===== config.mk =====
export PLATFORM = sky130hd
export DESIGN_NAME = fma_seq_ctrl
export DESIGN_NICKNAME = d
export VERILOG_FILES = /design/src/rtl/fma_seq_ctrl_pkg.sv /design/src/rtl/fma_seq_ctrl.sv
export SDC_FILE = /design/constraint.sdc
export NUM_CORES = 1
export LEC_CHECK = 0
export ABC_AREA = 0
export BUFFER_PORTS_ARGS = -buffer_cell sky130_fd_sc_hd__buf_4
export CAP_MARGIN = 20
export CORE_MARGIN = 3
export CORE_UTILIZATION = 30
export CTS_CLUSTER_DIAMETER = 150
export DETAILED_ROUTE_END_ITERATION = 6
export MAX_ROUTING_LAYER = met4
export PLACE_DENSITY = 0.59
export SLEW_MARGIN = 30
export SYNTH_ARGS = -nofsm -noshare
export SYNTH_HDL_FRONTEND = slang
export SYNTH_SLANG_ARGS = --single-unit

===== constraint.sdc =====
create_clock -name clk -period 5.9 [get_ports clk]
set_input_delay 0.295 -clock clk [delete_from_list [all_inputs] [get_ports clk]]
set_output_delay 0.295 -clock clk [all_outputs]
set_load 0.02 [all_outputs]

===== src/rtl/fma_seq_ctrl_pkg.sv =====
// Shared definitions for the serial FMA sequencer.
//   state_e    : state encodings, also driven onto the debug state port
//   cfg_t      : FMA configuration captured when a transaction is accepted
//   *_DEF      : default timing/size parameters for fma_seq_ctrl
package fma_seq_ctrl_pkg;

  typedef enum logic [2:0] {
    ST_IDLE = 3'd0,
    ST_CLR  = 3'd1,
    ST_LOAD = 3'd2,
    ST_COMP = 3'd3,
    ST_UNLD = 3'd4,
    ST_DONE = 3'd5
  } state_e;

  typedef struct packed {
    logic [1:0] mode;
    logic [1:0] precision;
    logic [1:0] op;
  } cfg_t;

  localparam int FMA_LAT_DEF     = 4;
  localparam int LOAD_BITS_DEF   = 840;  // 12 rows x 70 bits
  localparam int UNLOAD_BITS_DEF = 300;  // 4 rows x 75 bits
  localparam int TO_MARGIN_DEF   = 16;
  localparam int CNT_W_DEF       = 11;

endpackage


===== src/rtl/fma_seq_ctrl.sv =====
// Sequencer for the serial FMA top.
// Clears SIPO/PISO, shifts in operand rows, waits the FMA latency, shifts out
// result rows, and reports busy/done/timeout. Abort or timeout leaves through a
// one-cycle clear pulse back to IDLE.
// Ports:
//   clk, rst                      clock; asynchronous active-low reset
//   start, abort                  host requests
//   mode_in, precision_in, op_in  FMA configuration, captured on accepted start
//   rFlag, tFlag                  SIPO all-received / PISO all-transmitted
//   en_sipo, rst_sipo             SIPO shift enable / active-low clear
//   en_piso, rst_piso             PISO shift enable / active-low clear
//   mode, precision, op           captured configuration to the FMA
//   busy, done, timeout, state    host status; state is debug visibility
// All outputs are registered and line up with the state register.
module fma_seq_ctrl
  import fma_seq_ctrl_pkg::*;
#(
  parameter int FMA_LAT     = FMA_LAT_DEF,
  parameter int LOAD_BITS   = LOAD_BITS_DEF,
  parameter int UNLOAD_BITS = UNLOAD_BITS_DEF,
  parameter int TO_MARGIN   = TO_MARGIN_DEF,
  parameter int CNT_W       = CNT_W_DEF
) (
  input  logic       clk,
  input  logic       rst,
  input  logic       start,
  input  logic       abort,
  input  logic [1:0] mode_in,
  input  logic [1:0] precision_in,
  input  logic [1:0] op_in,
  input  logic       rFlag,
  input  logic       tFlag,
  output logic       en_sipo,
  output logic       rst_sipo,
  output logic       en_piso,
  output logic       rst_piso,
  output logic [1:0] mode,
  output logic [1:0] precision,
  output logic [1:0] op,
  output logic       busy,
  output logic       done,
  output logic       timeout,
  output logic [2:0] state
);

  localparam logic [CNT_W-1:0] LOAD_TERM = CNT_W'(LOAD_BITS + TO_MARGIN - 1);
  localparam logic [CNT_W-1:0] UNLD_TERM = CNT_W'(UNLOAD_BITS + TO_MARGIN - 1);
  localparam logic [CNT_W-1:0] COMP_TERM = CNT_W'(FMA_LAT - 1);

  state_e           state_q, state_d;
  logic [CNT_W-1:0] cnt_q, cnt_d;
  // Set when CLR is entered from abort/timeout: CLR then returns to IDLE.
  logic             exit_q, exit_d;
  logic             timeout_d;
  logic             accept;
  logic             en_sipo_d, en_piso_d, clr_d, busy_d, done_d;
  cfg_t             cfg_in;

  assign cfg_in = '{mode: mode_in, precision: precision_in, op: op_in};
  assign state  = state_q;

  // Counter holds at its terminal value rather than wrapping.
  function automatic logic [CNT_W-1:0] sat_inc(input logic [CNT_W-1:0] v,
                                               input logic [CNT_W-1:0] term);
    return (v == term) ? v : v + CNT_W'(1);
  endfunction

  // State register, cycle counter and exit flag.
  always_ff @(posedge clk or negedge rst) begin
    if (!rst) begin
      state_q <= ST_IDLE;
      cnt_q   <= '0;
      exit_q  <= 1'b0;
    end else begin
      // NOTE: non-blocking so every register samples pre-edge values together.
      state_q <= state_d;
      cnt_q   <= cnt_d;
      exit_q  <= exit_d;
    end
  end

  // Next-state logic. Abort outranks every flag; a flag outranks the
  // terminal count that lands in the same cycle.
  always_comb begin
    // NOTE: defaults first so no path leaves a variable unassigned (no latch).
    state_d   = state_q;
    cnt_d     = cnt_q;
    exit_d    = exit_q;
    timeout_d = timeout;
    accept    = 1'b0;
    if (state_q != ST_IDLE && abort) begin
      state_d = ST_CLR;
      cnt_d   = '0;
      exit_d  = 1'b1;
    end else begin
      unique case (state_q)
        ST_IDLE: begin
          cnt_d = '0;
          if (start) begin
            accept    = 1'b1;
            timeout_d = 1'b0;
            exit_d    = 1'b0;
            state_d   = ST_CLR;
          end
        end
        ST_CLR: begin
          cnt_d   = '0;
          exit_d  = 1'b0;
          state_d = exit_q ? ST_IDLE : ST_LOAD;
        end
        ST_LOAD: begin
          if (rFlag) begin
            state_d = ST_COMP;
            cnt_d   = '0;
          end else if (cnt_q == LOAD_TERM) begin
            state_d   = ST_CLR;
            cnt_d     = '0;
            exit_d    = 1'b1;
            timeout_d = 1'b1;
          end else begin
            cnt_d = sat_inc(cnt_q, LOAD_TERM);
          end
        end
        ST_COMP: begin
          if (cnt_q == COMP_TERM) begin
            state_d = ST_UNLD;
            cnt_d   = '0;
          end else begin
            cnt_d = sat_inc(cnt_q, COMP_TERM);
          end
        end
        ST_UNLD: begin
          if (tFlag) begin
            state_d = ST_DONE;
            cnt_d   = '0;
          end else if (cnt_q == UNLD_TERM) begin
            state_d   = ST_CLR;
            cnt_d     = '0;
            exit_d    = 1'b1;
            timeout_d = 1'b1;
          end else begin
            cnt_d = sat_inc(cnt_q, UNLD_TERM);
          end
        end
        ST_DONE: begin
          state_d = ST_IDLE;
          cnt_d   = '0;
        end
        default: begin
          state_d = ST_IDLE;
          cnt_d   = '0;
          exit_d  = 1'b0;
        end
      endcase
    end
  end

  // Output decode from the next state, so the registered outputs match the
  // state register in the same cycle.
  always_comb begin
    en_sipo_d = (state_d == ST_LOAD);
    en_piso_d = (state_d == ST_UNLD);
    clr_d     = (state_d == ST_CLR);
    busy_d    = (state_d != ST_IDLE);
    done_d    = (state_d == ST_DONE);
  end

  always_ff @(posedge clk or negedge rst) begin
    if (!rst) begin
      en_sipo   <= 1'b0;
      en_piso   <= 1'b0;
      rst_sipo  <= 1'b1;
      rst_piso  <= 1'b1;
      busy      <= 1'b0;
      done      <= 1'b0;
      timeout   <= 1'b0;
      mode      <= '0;
      precision <= '0;
      op        <= '0;
    end else begin
      en_sipo  <= en_sipo_d;
      en_piso  <= en_piso_d;
      rst_sipo <= !clr_d;
      rst_piso <= !clr_d;
      busy     <= busy_d;
      done     <= done_d;
      timeout  <= timeout_d;
      if (accept) begin
        mode      <= cfg_in.mode;
        precision <= cfg_in.precision;
        op        <= cfg_in.op;
      end
    end
  end

endmodule


==> flow_summary_export.csv <==
group,metric,value,unit
clock_tree,clock_insertion_delay_worst_skew,270,ps
placed_design,place.detailed.hpwl,2.13,mm
grt,global_route_wire_length_before_repair,4.81,mm
grt,grt_pass1_vias,1082,
sta,finalSetupViolations,0,
clock_tree,cell_at_the_root_of_the_clock_tree,"clkbuf_8",
yosys,dominant_cells_by_area_after_synthesis,"dfrtp_1 47%, nand2_1 7.6%, nor2_1 5.2%",
drt,vias,1090,
critical_path,crit_chain,"ha_1 -> or4b_4 -> nor3_1 -> o32ai_1 -> a21oi_1 -> nor2_1",
finish,layout_common_cells,"28 x nand2_1, 27 x buf_4, 26 x dfrtp_1",
clock_tree,cts.reportedPaths.clkPinSlew,90,ps
critical_path,cp_data_arrival_time,2690,ps
critical_path,crit_family,"simple AND/OR/NAND/NOR gates",
floorplan,core.rowCount,24,
yosys,synth_enable_flop_cells,0,
critical_path,end_kind,"register",
grt,grt_remaining_overflow,0,
floorplan,die_w,73.8,um
yosys,postSynthAreaPerCell,9.37,um2
floorplan,core-area,4380,um2
clock_tree,clockBufferDepth,2,
drt,route.antenna.remaining_nets,0,
drt,drt-pass1-iter-count,4,
sta,timing.hold.ws,212,ps
clock_tree,post_cts.resized_instances,0,
critical_path,max_incr_delay_on_cp,670,ps
placed_design,gp_routability_congestion,0.887,
power_and_ir_drop,power_density,390,nW/um2
yosys,ys_dominant_reg_cell,"dfrtp_1",
drt,drt_iter0_drc,63,
sta,worst_slew_margin_rel,0.455,
finish,final_layout_size_suffix_gt1_frac,0.249,
clock_tree,level_count_of_the_clock_h_tree,1,
critical_path,cp-start-kind,"register",
drt,avgViaCountPerCell,4.84,
power_and_ir_drop,power.ir.vdd_worst,0.0000934,V
critical_path,path_class,"reg2reg",
yosys,synthesis.area,1380,um2
sta,period_minus_slack,2560,ps
floorplan,ios,28,
finish,area_growth,20.8,%
finish,finalNetCount,187,
drt,drc,0,
grt,gr-usage-met3,0.0219,
sta,finalHoldViolCount,0,
yosys,postSynthRegisterBits,27,
yosys,synth-warning-count,0,
grt,grt_antenna_before_repair,0,
placed_design,numPortBuffers,27,
sta,worst_clock_skew,1.56,ps
critical_path,timing.critical_path.fanout_max,11,
critical_path,timing.critical_path.buf_inv,0,
clock_tree,tritoncts_num_sinks,27,
sta,peak_clock_frequency_supported_by_timing,0.391,GHz
sta,fin_tns_setup,0,ps
drt,route.final.wire_length,2.84,mm
grt,groute.layer.met2.usage,0.164,
yosys,synthDominantCellAreaShare,0.472,
min_path,hold_path_class,"in2reg",
power_and_ir_drop,p_leak,0.778,nW
sta,setup_repair_after_global_routing_missed_its_margin,"false",
floorplan,die_h,73.8,um
yosys,netlist.top_cell.by_area,"dfrtp_1",
drt,post_drt_wl_per_cell,12.6,um
critical_path,rrSetupSlack,3340,ps
yosys,postSynthNetCount,160,
clock_tree,cts_post_setup_buffers_inserted,0,
sta,post-route-period-util,0.434,
clock_tree,tritoncts.num_buffers,3,
finish,most_common_cell_after_layout_fill_and_taps_aside,"nand2_1",
flow_run,max_cap_viol_count,0,
yosys,syn-instance-count,147,
floorplan,die-area,5440,um2
finish,antenna-diode-count,0,
floorplan,initial_core_utilization,0.314,
clock_tree,tritoncts_clock_tree,"built",
sta,tightest_slew,817,ps
run_status,run_status,"completed",
grt,grt_max_degree,28,
yosys,yosys.cell_types.count,41,
grt,grt.total_usage,0.115,
yosys,synth_sequential_area_ratio,0.491,
critical_path,worst-endpoint-required,6030,ps
yosys,ys_async_sr_fraction,1.00,
grt,top_usage_layer,"met2",
critical_path,critPathSlowestCell,"a21oi_1",
grt,gr-usage-met1,0.155,
sta,maxSlewViolCount,0,
-- what timing repair did --
item,in CTS,in global routing
endpoints found under the hold margin,26,0
hold buffers,1,0
setup endpoints to repair,0,0
-- routing by layer --
layer / routed length (um) / vias to the layer above
li1: - / 545
met1: 1400 / 513
met2: 1250 / 27
met3: 152 / 5
met4: 43 / 0
met5: 0 / -
-- worst reg2reg max path, stage by stage, from the launching register on --
cell and delay (ps):
dfrtp_1 380, ha_1 250, or4b_4 510, nor3_1 360, o32ai_1 130, a21oi_1 670, nor2_1 120
-- registers in the layout, summed over array words and instances, names as in the netlist, 2 cells and up --
signal     cells
cnt_q         11
state          3
mode           2
op             2
precision      2
-- final timing paths --
path / from / cells after the start / endpoint
max: cnt_q[0] / 6 / cnt_q[3]
min: precision_in[0] / 3 / precision[0]
max reg2reg: cnt_q[0] / 6 / cnt_q[3]
min reg2reg: cnt_q[0] / 1 / cnt_q[0]
max in group asynchronous: rst / 2 / rst_piso
min in group asynchronous: rst / 2 / op[0]
-- cells by family after synthesis --
kind of cell / count (synthesis) / share of synthesized area
AOI/OAI and AO/OA: 18 / 0.0936
DFF: 27 / 0.491
xor gates and xnor gates: 9 / 0.0572
buffers and inverters: 12 / 0.0436
adders and majority gates: 2 / 0.0163
and+or+nand+nor: 79 / 0.298
-- metrics by stage --
| step | setup WS, ps | instances | area [um2] | utilization | total power [W] |
|---|---|---|---|---|---|
| 2_1_floorplan | 3680 | 147 | 1380 | - | 0.000463 |
| 3_3_place_gp | 3410 | 220 | 1610 | 0.367 | 0.000549 |
| 3_5_place_dp | 3330 | 220 | 1610 | 0.367 | 0.000551 |
| 4_1_cts | 3310 | 225 | 1660 | 0.380 | 0.000657 |
| 5_1_grt | 2990 | 225 | 1660 | 0.380 | 0.000700 |
| 6_report | 3340 | 225 | 1660 | 0.380 | 0.000649 |
-- power by group --
group	internal, W	total (W)	switching (W)
logic	0.000123	0.000283	0.000160
registers	0.000232	0.000264	0.0000319
clock network	0.0000473	0.000103	0.0000555
-- synth_stat cells (2+ instances only) --
cell type / number
a21o_1: 3
a21oi_1: 5
buf_2: 2
dfrtp_1: 26
inv_1: 6
nand2_1: 28
nand3_1: 6
nand4_1: 2
nor2_1: 19
nor2b_1: 4
nor3_1: 5
nor4_1: 2
o31ai_1: 2
or2_2: 3
xnor2_1: 6
xor2_1: 3
-- final cells by class --
cell class	count	area, um2
Sequential cell	27	677
Clock inverter	1	5.00
Timing Repair Buffer	28	213
Multi-Input combinational cell	108	641
Fill cell	442	2720
Tap cell	52	65.1
Inverter	6	22.5
Clock buffer	3	41.3
(Power assumes the default switching activity.)
